**config.mk**
```make
export PLATFORM = sky130hd
export DESIGN_NAME = sdram_port_arbiter
export DESIGN_NICKNAME = d
export VERILOG_FILES = /design/src/rtl/sdram_arb_pkg.sv /design/src/rtl/sdram_refresh_timer.sv /design/src/rtl/sdram_port_arbiter.sv
export SDC_FILE = /design/constraint.sdc
export NUM_CORES = 1
export LEC_CHECK = 0
export CORE_MARGIN = 10
export CORE_UTILIZATION = 30
export CTS_CLUSTER_SIZE = 30
export DETAILED_ROUTE_END_ITERATION = 10
export REMOVE_ABC_BUFFERS = 1
export SLEW_MARGIN = 20
export SYNTH_ARGS = -nofsm -noshare
export SYNTH_HDL_FRONTEND = slang
export SYNTH_SLANG_ARGS = --single-unit
```
**constraint.sdc**
```tcl
create_clock -name clk_sdram -period 7.7 [get_ports clk_sdram]
set_input_delay 2.31 -clock clk_sdram [delete_from_list [all_inputs] [get_ports clk_sdram]]
set_output_delay 2.31 -clock clk_sdram [all_outputs]
set_load 0.005 [all_outputs]
```
**src/rtl/sdram_arb_pkg.sv**
```systemverilog
// Shared encodings for the SDRAM port arbiter: controller command codes,
// arbiter FSM states and transaction owners.
package sdram_arb_pkg;

  localparam logic [1:0] CMD_IDLE    = 2'b00;
  localparam logic [1:0] CMD_READ    = 2'b01;
  localparam logic [1:0] CMD_WRITE   = 2'b10;
  localparam logic [1:0] CMD_REFRESH = 2'b11;

  typedef enum logic [1:0] {
    ST_IDLE,
    ST_ISSUE,
    ST_WAIT
  } state_t;

  typedef enum logic [1:0] {
    OWN_CPU,
    OWN_VID,
    OWN_REF
  } owner_t;

endpackage

```
**src/rtl/sdram_refresh_timer.sv**
```systemverilog
// Auto-refresh interval counter with a saturating count of refreshes that are
// due but have not yet been issued to the controller.
module sdram_refresh_timer #(
  parameter int C_refresh_cycles = 780,
  parameter int C_refresh_max    = 8
) (
  input  logic clk_sdram,
  input  logic reset,
  input  logic refresh_issued,
  output logic pending_nz,
  output logic pending_full
);

  localparam int CNT_W  = $clog2(C_refresh_cycles + 1);
  localparam int PEND_W = $clog2(C_refresh_max + 1);
  localparam logic [CNT_W-1:0]  RELOAD   = CNT_W'(C_refresh_cycles - 1);
  localparam logic [PEND_W-1:0] PEND_MAX = PEND_W'(C_refresh_max);

  logic [CNT_W-1:0]  cnt;
  logic [PEND_W-1:0] pending;
  logic              tick;

  assign tick         = (cnt == '0);
  assign pending_nz   = (pending != '0);
  assign pending_full = (pending == PEND_MAX);

  // A tick and an issue in the same cycle cancel out.
  always_ff @(posedge clk_sdram) begin
    if (reset) begin
      cnt     <= RELOAD;
      pending <= '0;
    end else begin
      cnt <= tick ? RELOAD : cnt - 1'b1;
      if (tick && !refresh_issued && !pending_full)
        pending <= pending + 1'b1;
      else if (!tick && refresh_issued && pending_nz)
        pending <= pending - 1'b1;
    end
  end

endmodule

```
**src/rtl/sdram_port_arbiter.sv**
```systemverilog
// Arbitrates the single SDRAM command engine between CPU accesses, video line
// bursts and auto-refresh, one transaction outstanding at a time.
module sdram_port_arbiter
  import sdram_arb_pkg::*;
#(
  parameter int C_addr_bits      = 24,
  parameter int C_vid_burst      = 8,
  parameter int C_refresh_cycles = 780,
  parameter int C_refresh_max    = 8
) (
  input  logic                   clk_sdram,
  input  logic                   reset,
  input  logic                   cpu_req,
  input  logic                   cpu_we,
  input  logic [C_addr_bits-1:0] cpu_addr,
  input  logic [31:0]            cpu_wdata,
  input  logic [3:0]             cpu_be,
  output logic [31:0]            cpu_rdata,
  output logic                   cpu_ack,
  input  logic                   vid_req,
  input  logic [C_addr_bits-1:0] vid_addr,
  output logic [31:0]            vid_rdata,
  output logic                   vid_valid,
  output logic                   vid_done,
  output logic [1:0]             mc_cmd,
  output logic [C_addr_bits-1:0] mc_addr,
  output logic [31:0]            mc_wdata,
  output logic [3:0]             mc_be,
  output logic [3:0]             mc_len,
  input  logic                   mc_busy,
  input  logic                   mc_rvalid,
  input  logic [31:0]            mc_rdata,
  input  logic                   mc_done
);

  localparam logic [3:0] VID_LEN = 4'(C_vid_burst - 1);

  state_t     state;
  owner_t     owner;
  owner_t     grant_own;
  logic       grant_valid;
  logic       owner_we;
  logic       last_vid;
  logic [1:0] issue_cmd;
  logic       issuing;
  logic       pending_nz;
  logic       pending_full;
  logic       cpu_live;
  logic       vid_live;

  // A requester still sees its request high during its own ack/done pulse.
  assign cpu_live = cpu_req & ~cpu_ack;
  assign vid_live = vid_req & ~vid_done;
  assign issuing  = (state == ST_ISSUE) && !mc_busy;
  assign mc_cmd   = issuing ? issue_cmd : CMD_IDLE;

  sdram_refresh_timer #(
    .C_refresh_cycles(C_refresh_cycles),
    .C_refresh_max   (C_refresh_max)
  ) u_timer (
    .clk_sdram     (clk_sdram),
    .reset         (reset),
    .refresh_issued(issuing && owner == OWN_REF),
    .pending_nz    (pending_nz),
    .pending_full  (pending_full)
  );

  always_comb begin
    grant_valid = 1'b1;
    grant_own   = OWN_CPU;
    if (pending_full)                      grant_own = OWN_REF;
    else if (vid_live && !(last_vid && cpu_live)) grant_own = OWN_VID;
    else if (cpu_live)                     grant_own = OWN_CPU;
    else if (pending_nz)                   grant_own = OWN_REF;
    else                                   grant_valid = 1'b0;
  end

  // The grant is deferred while the controller is busy so that refreshes
  // which fall due in the meantime still compete on priority.
  always_ff @(posedge clk_sdram) begin
    if (reset) begin
      state     <= ST_IDLE;
      owner     <= OWN_CPU;
      owner_we  <= 1'b0;
      last_vid  <= 1'b0;
      issue_cmd <= CMD_IDLE;
      mc_addr   <= '0;
      mc_wdata  <= '0;
      mc_be     <= '0;
      mc_len    <= '0;
      cpu_rdata <= '0;
      cpu_ack   <= 1'b0;
      vid_rdata <= '0;
      vid_valid <= 1'b0;
      vid_done  <= 1'b0;
    end else begin
      cpu_ack   <= 1'b0;
      vid_valid <= 1'b0;
      vid_done  <= 1'b0;
      case (state)
        ST_IDLE: begin
          if (!mc_busy && grant_valid) begin
            state <= ST_ISSUE;
            owner <= grant_own;
            case (grant_own)
              OWN_CPU: begin
                issue_cmd <= cpu_we ? CMD_WRITE : CMD_READ;
                mc_addr   <= cpu_addr;
                mc_wdata  <= cpu_wdata;
                mc_be     <= cpu_we ? cpu_be : 4'b1111;
                mc_len    <= 4'd0;
                owner_we  <= cpu_we;
                last_vid  <= 1'b0;
              end
              OWN_VID: begin
                issue_cmd <= CMD_READ;
                mc_addr   <= vid_addr;
                mc_wdata  <= '0;
                mc_be     <= 4'b1111;
                mc_len    <= VID_LEN;
                owner_we  <= 1'b0;
                last_vid  <= 1'b1;
              end
              default: begin
                issue_cmd <= CMD_REFRESH;
                mc_addr   <= '0;
                mc_wdata  <= '0;
                mc_be     <= 4'b0000;
                mc_len    <= 4'd0;
                owner_we  <= 1'b0;
              end
            endcase
          end
        end
        ST_ISSUE: begin
          if (!mc_busy) state <= ST_WAIT;
        end
        ST_WAIT: begin
          if (mc_rvalid) begin
            if (owner == OWN_CPU && !owner_we) cpu_rdata <= mc_rdata;
            if (owner == OWN_VID) begin
              vid_valid <= 1'b1;
              vid_rdata <= mc_rdata;
            end
          end
          if (mc_done) begin
            state    <= ST_IDLE;
            cpu_ack  <= (owner == OWN_CPU);
            vid_done <= (owner == OWN_VID);
          end
        end
        default: state <= ST_IDLE;
      endcase
    end
  end

endmodule

```
==> qor.json, run 1 <==
{
  "global_routing": {
    "grt_antenna_before_repair": 0,
    "grt_overflow_total": 0,
    "grt_pass1_vias": 4937,
    "gr-usage-all-layers_pct": 15.4,
    "pin_count_of_the_biggest_net_entering_global_routing": 64,
    "grt_first_pass_wirelength_mm": 29.2
  },
  "finish": {
    "postLayoutCoreUtil_pct": 48.7,
    "num-fill-cells": 1719,
    "final_nets": 989,
    "multi_input_comb_area_um2": 2300,
    "finished_cell_area_um2": 8800,
    "layout_overhead_on_the_synthesized_area_pct": 58.4,
    "fraction_of_layout_instances_using_a_drive_strength_above_1_pct": 5.95,
    "final_cell_count_no_fill": 1103,
    "n_antenna_cell": 0,
    "seqCellArea_um2": 3000
  },
  "setup_path": {
    "worstPathCellList": "clkdlybuf4s50_1 > nor3b_1 > and2_1 > clkdlybuf4s50_1",
    "critPathArrivalTime_ns": 4.01,
    "worst_setup_sp_type": "input port",
    "timing.critical_path.mode_cell": "clkdlybuf4s50_1",
    "required_time_at_the_endpoint_of_the_critical_path_ns": 5.39,
    "endpoint_kind": "output port",
    "critical-path-slowest-cell": "nor3b_1",
    "critical_path.max_fanout": 6,
    "setup.worst_path.class": "in2out",
    "timing.critical_path.slowest_cell_delay_ns": 0.51
  },
  "routing": {
    "drt-vias-per-instance": 4.66,
    "number_of_drc_violations_after_detailed_routing": 0,
    "ant_nets": 0,
    "route.vias.total": 5135,
    "drtIter0Drc": 303,
    "detail_route.wirelength_mm": 19.5,
    "routedWlPerCell_um": 17.7,
    "drt_first_pass_iters": 5
  },
  "power": {
    "cellPowerDensity_nw_per_um2": 208,
    "fin_total_pwr_mw": 1.83,
    "total_leakage_power_nw": 3.24,
    "power.ir.vdd_worst_uv": 139
  },
  "synth": {
    "ys_types": 49,
    "count_of_flip_flops_with_a_built_in_enable_after_synthesis": 0,
    "syn-mean-instance-area_um2": 8.94,
    "postSynth.asyncResetShare_pct": 0,
    "synth_seq_cells": 150,
    "synth.yosys.seq_area_share_pct": 54.1,
    "postSynth.topFlopCell": "dfxtp_1",
    "netlist_instances": 621,
    "netlist_area_um2": 5550,
    "yosys_warnings": 0
  },
  "floorplanning": {
    "dieArea_um2": 24400,
    "die_w_um": 156,
    "io_pins": 257,
    "floorplan.initialDensity_pct": 30.7,
    "chip_height_um": 156,
    "core.rowCount": 49,
    "placeableCoreArea_um2": 18100
  },
  "clocking": {
    "cts_tree": "yes",
    "clock_insertion_delay_worst_skew_ns": 0.43,
    "cts_setup_buffers": 0,
    "cts_buffers": 17,
    "cts_resized": 0,
    "max-clock-path-buffers": 2,
    "cts_max_level": 4,
    "clk_pin_slew_worst_paths_ns": 0.06,
    "clock_tree.root_cell": "clkbuf_16",
    "post_cts_hold_fix_bufs": 0,
    "clkSinkCount": 150
  },
  "placed_design": {
    "dp_area_um2": 8220,
    "port_buffers": 255,
    "routabilityCongestion": 0.747,
    "place.detailed.hpwl_mm": 14.1,
    "numPlacedInstances": 1071,
    "placement.setup.worst_slack_ns": 1.39
  },
  "timing": {
    "slew_headroom_pct": 51.8,
    "unrepaired_setup_endpoints_after_global_routing": "false",
    "slew_viol_final": 0,
    "post-route-worst-setup-slack_ns": 1.38,
    "timing.setup.tns_ns": 0,
    "timing_worst_slew_pin_value_ns": 0.723,
    "clock-skew-final_ns": 0.0103,
    "portion_of_the_clock_cycle_consumed_by_the_worst_path_in_the_final_layout_pct": 82.0,
    "final.min_clock_period_ns": 6.32,
    "hold-worst-slack_ns": 0.424,
    "timing.final.setup_violations": 0,
    "final_hold_viol_count": 0,
    "clock.fmax_ghz": 0.158
  },
  "flow_run": {
    "maxCapViolCount": 0
  },
  "run_status": {
    "outcome": "completed"
  },
  "hold_path": {
    "worstHoldPathType": "reg2reg"
  }
}
layout make-up:
class	count	area share, %
sequential	150	34.1
timing repair buffer	263	29.6
multi-input combinational	423	26.1
clock buffer	18	4.99
tap	229	3.26
clock inverter	14	1.59
inverter	6	0.256
kinds of logic (layout without fill, tap and decap cells):
group / count (synthesis) / after routing / share of synthesized area, %
compound gates: 153 / 153 / 18.0
flops: 150 / 150 / 54.1
fa+ha+maj: 4 / 4 / 1.04
simple gates: 254 / 254 / 20.2
xor+xnor: 8 / 8 / 1.26
other cells: 1 / 1 / 0.0675
buf+inv: 48 / 301 / 4.62
mux: 3 / 3 / 0.766
cells in the mapped netlist (4+ instances only):
cell / count / area, um^2
a211oi_1: 5 / 37.5
a21oi_1: 73 / 365
a22o_1: 33 / 289
a22oi_1: 24 / 180
and3_1: 4 / 25.0
buf_2: 13 / 65.1
buf_4: 4 / 30.0
buf_6: 6 / 67.6
clkbuf_1: 18 / 67.6
dfxtp_1: 150 / 3000
inv_1: 6 / 22.5
nand2_1: 183 / 687
nand2b_1: 5 / 31.3
nand3_1: 8 / 40.0
nor2_1: 25 / 93.8
nor3_1: 6 / 30.0
o21ai_1: 4 / 20.0
or3_1: 4 / 25.0
xnor2_1: 4 / 35.0
xor2_1: 4 / 35.0
critical path: cells and delay by family:
family / cells / cell delay [ns]
AND/OR/NAND/NOR: 2 / 0.73
buffers and inverters: 2 / 0.97
report_power, final:
group	leakage (nW)	internal [mW]	total [mW]	switching [mW]
clock	0.281	0.462	0.816	0.353
sequential	1.22	0.804	0.820	0.0160
combinational	1.74	0.117	0.193	0.0757
final timing paths:
path	from	to	slack, ns	depth (start not counted)
worst max register to register	u_timer.cnt[0]	u_timer.pending[3]	5.07	11
worst max-delay path	mc_busy	mc_cmd[0]	1.38	4
worst min register to register	u_timer.cnt[0]	u_timer.cnt[0]	0.42	1
worst min-delay path	u_timer.cnt[0]	u_timer.cnt[0]	0.42	1
sequential cells by signal, summed over array words and instances (netlist names), 2 cells and up:
register,count
issue_cmd,2
u_timer.pending,4
vid_rdata,32
u_timer.cnt,10
mc_wdata,32
mc_be,4
mc_addr,24
owner,2
state,2
cpu_rdata,32
per-layer routing:
metal	share of wire [%]	global-route usage [%]
met1	41	17.9
met2	51	26.0
met3	7.1	5.32
met4	1.2	4.90
met5	0	0
cell usage in the layout, fill, tap and decap left out, drive strengths merged, types with 4 or more instances in the layout:
| cell type | count |
|---|---|
| nor2 | 26 |
| clkinv | 4 |
| nor3 | 8 |
| buf | 9 |
| nand3 | 9 |
| clkbuf | 18 |
| a21oi | 73 |
| a211oi | 5 |
| or3 | 4 |
| a31oi | 4 |
| o21ai | 7 |
| nand2 | 183 |
| nand2b | 5 |
| a22o | 33 |
| clkdlybuf4s50 | 254 |
| a22oi | 24 |
| and3 | 4 |
| xnor2 | 4 |
| dfxtp | 150 |
| xor2 | 4 |
| inv | 13 |
Power figures use the tool's default switching activity.
==> run 2, diff against run 1 <==
- clock period: 7.7 -> 5.1 ns (I/O delays scaled with it)
==> qor.json, run 2 (same netlist as run 1, synthesis figures left out) <==
{
  "power": {
    "cellPowerDensity_nw_per_um2": 319,
    "total_leakage_power_nw": 3.25,
    "share_clk_of_total_power_pct": 45.6,
    "power.ir.vdd_worst_uv": 206,
    "switching_power_mw": 0.638,
    "combPwrFrac_pct": 10.4,
    "power.switching_fraction_pct": 22.7,
    "pwr-share-seq_pct": 44.0,
    "intPower_mw": 2.17
  },
  "hold_path": {
    "worstHoldPathType": "reg2reg",
    "min_from": "u_timer.cnt[0]"
  },
  "run_status": {
    "outcome": "completed"
  },
  "timing": {
    "final.min_clock_period_ns": 4.50,
    "unrepaired_setup_endpoints_after_global_routing": "false",
    "hold-worst-slack_ns": 0.401,
    "timing.final.setup_violations": 0,
    "clock-skew-final_ns": 0.00699,
    "timing_worst_slew_pin_value_ns": 0.711,
    "slew_viol_final": 0,
    "final_hold_viol_count": 0,
    "portion_of_the_clock_cycle_consumed_by_the_worst_path_in_the_final_layout_pct": 88.3,
    "slew_headroom_pct": 52.6,
    "clock.fmax_ghz": 0.222,
    "timing.setup.tns_ns": 0
  },
  "global_routing": {
    "pin_count_of_the_biggest_net_entering_global_routing": 58,
    "grt_antenna_before_repair": 0,
    "grt_first_pass_wirelength_mm": 29.2,
    "grt_pass1_vias": 4898,
    "gr-usage-all-layers_pct": 15.4,
    "grt_overflow_total": 0
  },
  "finish": {
    "layout_overhead_on_the_synthesized_area_pct": 58.9,
    "final_cell_count_no_fill": 1104,
    "num-fill-cells": 1764,
    "layout_top_registers": "cpu_rdata (32), mc_wdata (32), vid_rdata (32)",
    "n_antenna_cell": 0,
    "leading_cell_type_in_the_layout_fill_and_taps_excluded": "clkdlybuf4s50_1",
    "seqCellArea_um2": 3000,
    "final_nets": 990,
    "multi_input_comb_area_um2": 2300,
    "commonest_non_fill_non_tap_cells_in_the_layout": "254 x clkdlybuf4s50_1, 183 x nand2_1, 150 x dfxtp_1",
    "fraction_of_layout_instances_using_a_drive_strength_above_1_pct": 5.83
  },
  "routing": {
    "routedWlPerCell_um": 17.6,
    "drtIter0Drc": 307,
    "drt-vias-per-instance": 4.66,
    "number_of_drc_violations_after_detailed_routing": 0,
    "route.vias.total": 5140,
    "ant_nets": 0,
    "drt_first_pass_iters": 4,
    "detail_route.wirelength_mm": 19.5
  },
  "clocking": {
    "post_cts_hold_fix_bufs": 0,
    "clock_insertion_delay_worst_skew_ns": 0.42,
    "cts_max_level": 4,
    "max-clock-path-buffers": 2,
    "cts_tree": "yes",
    "cts_buffers": 17,
    "clkSinkCount": 150,
    "clock_tree.root_cell": "clkbuf_16",
    "cts_resized": 0,
    "clk_pin_slew_worst_paths_ns": 0.06,
    "cts_setup_buffers": 0
  },
  "floorplanning": {
    "floorplan.initialDensity_pct": 30.7,
    "io_pins": 257,
    "placeableCoreArea_um2": 18100,
    "chip_height_um": 156,
    "die_w_um": 156,
    "core.rowCount": 49,
    "dieArea_um2": 24400
  },
  "placed_design": {
    "routabilityCongestion": 0.760,
    "place.detailed.hpwl_mm": 14.0,
    "numPlacedInstances": 1072,
    "port_buffers": 255
  },
  "setup_path": {
    "worst_setup_sp_type": "input port",
    "endpoint_kind": "output port",
    "timing.critical_path.slowest_cell_delay_ns": 0.50,
    "critical-path-slowest-cell": "clkdlybuf4s50_1",
    "setup.worst_path.class": "in2out",
    "critical_path.max_fanout": 4,
    "regToRegStartpoint": "u_timer.cnt[0]",
    "worstPathCellList": "clkdlybuf4s50_1 > nor3b_1 > and2_1 > clkdlybuf4s50_1",
    "critPathArrivalTime_ns": 2.97,
    "worstSetupStartpoint": "mc_busy",
    "required_time_at_the_endpoint_of_the_critical_path_ns": 3.57,
    "timing.critical_path.mode_cell": "clkdlybuf4s50_1"
  },
  "flow_run": {
    "maxCapViolCount": 0
  }
}
run 2: cell count changes in the layout (fill, tap and decap cells not counted), sizes merged:
cell	previous run	this run
inv	13	7
bufinv	1	3
clkbuf	18	20
clkinvlp	2	4
buf	9	10
run 2: power groups by stage:
stage	logic, mW	registers, mW	clock network [mW]
after floorplan	0.0755	1.26	0
after global placement	0.293	1.26	0
after detailed placement	0.294	1.26	0
after CTS	0.295	1.24	1.31
after global routing	0.315	1.24	1.36
final	0.291	1.24	1.28
run 2: worst max-delay path: cells and delay by family:
family | cells | cell delay [ns]
simple gates | 2 | 0.46
buf+inv | 2 | 0.97
run 2: final timing paths:
kind | endpoint | slack [ns] | cells past startpoint
min reg2reg | u_timer.cnt[0] | 0.40 | 1
min | u_timer.cnt[0] | 0.40 | 1
max | mc_cmd[0] | 0.60 | 4
max reg2reg | u_timer.pending[3] | 2.42 | 11
run 2: per-layer routing:
layer	routed length (um)	vias up	global-route usage, %
met4	165	0	4.41
met2	9810	147	25.6
met1	8130	2375	18.6
li1	-	2606	-
met3	1350	12	5.18
met5	0	-	0
run 2: final cells by class:
cell class / instances / area share, %
sequential: 150 / 34.0
timing repair buffer: 264 / 29.6
multi-input combinational: 423 / 26.1
clock buffer: 20 / 5.06
tap: 229 / 3.25
clock inverter: 12 / 1.73
inverter: 6 / 0.255
run 2: per-stage QoR:
step	utilization, %	worst slack (ns)	cell area [um^2]	total power, mW
2_1_floorplan	-	1.51	5320	1.34
3_3_place_gp	45.5	0.636	8230	1.56
3_5_place_dp	45.5	0.617	8230	1.56
4_1_cts	48.8	0.606	8830	2.85
5_1_grt	48.8	0.520	8830	2.92
6_report	48.8	0.597	8830	2.81
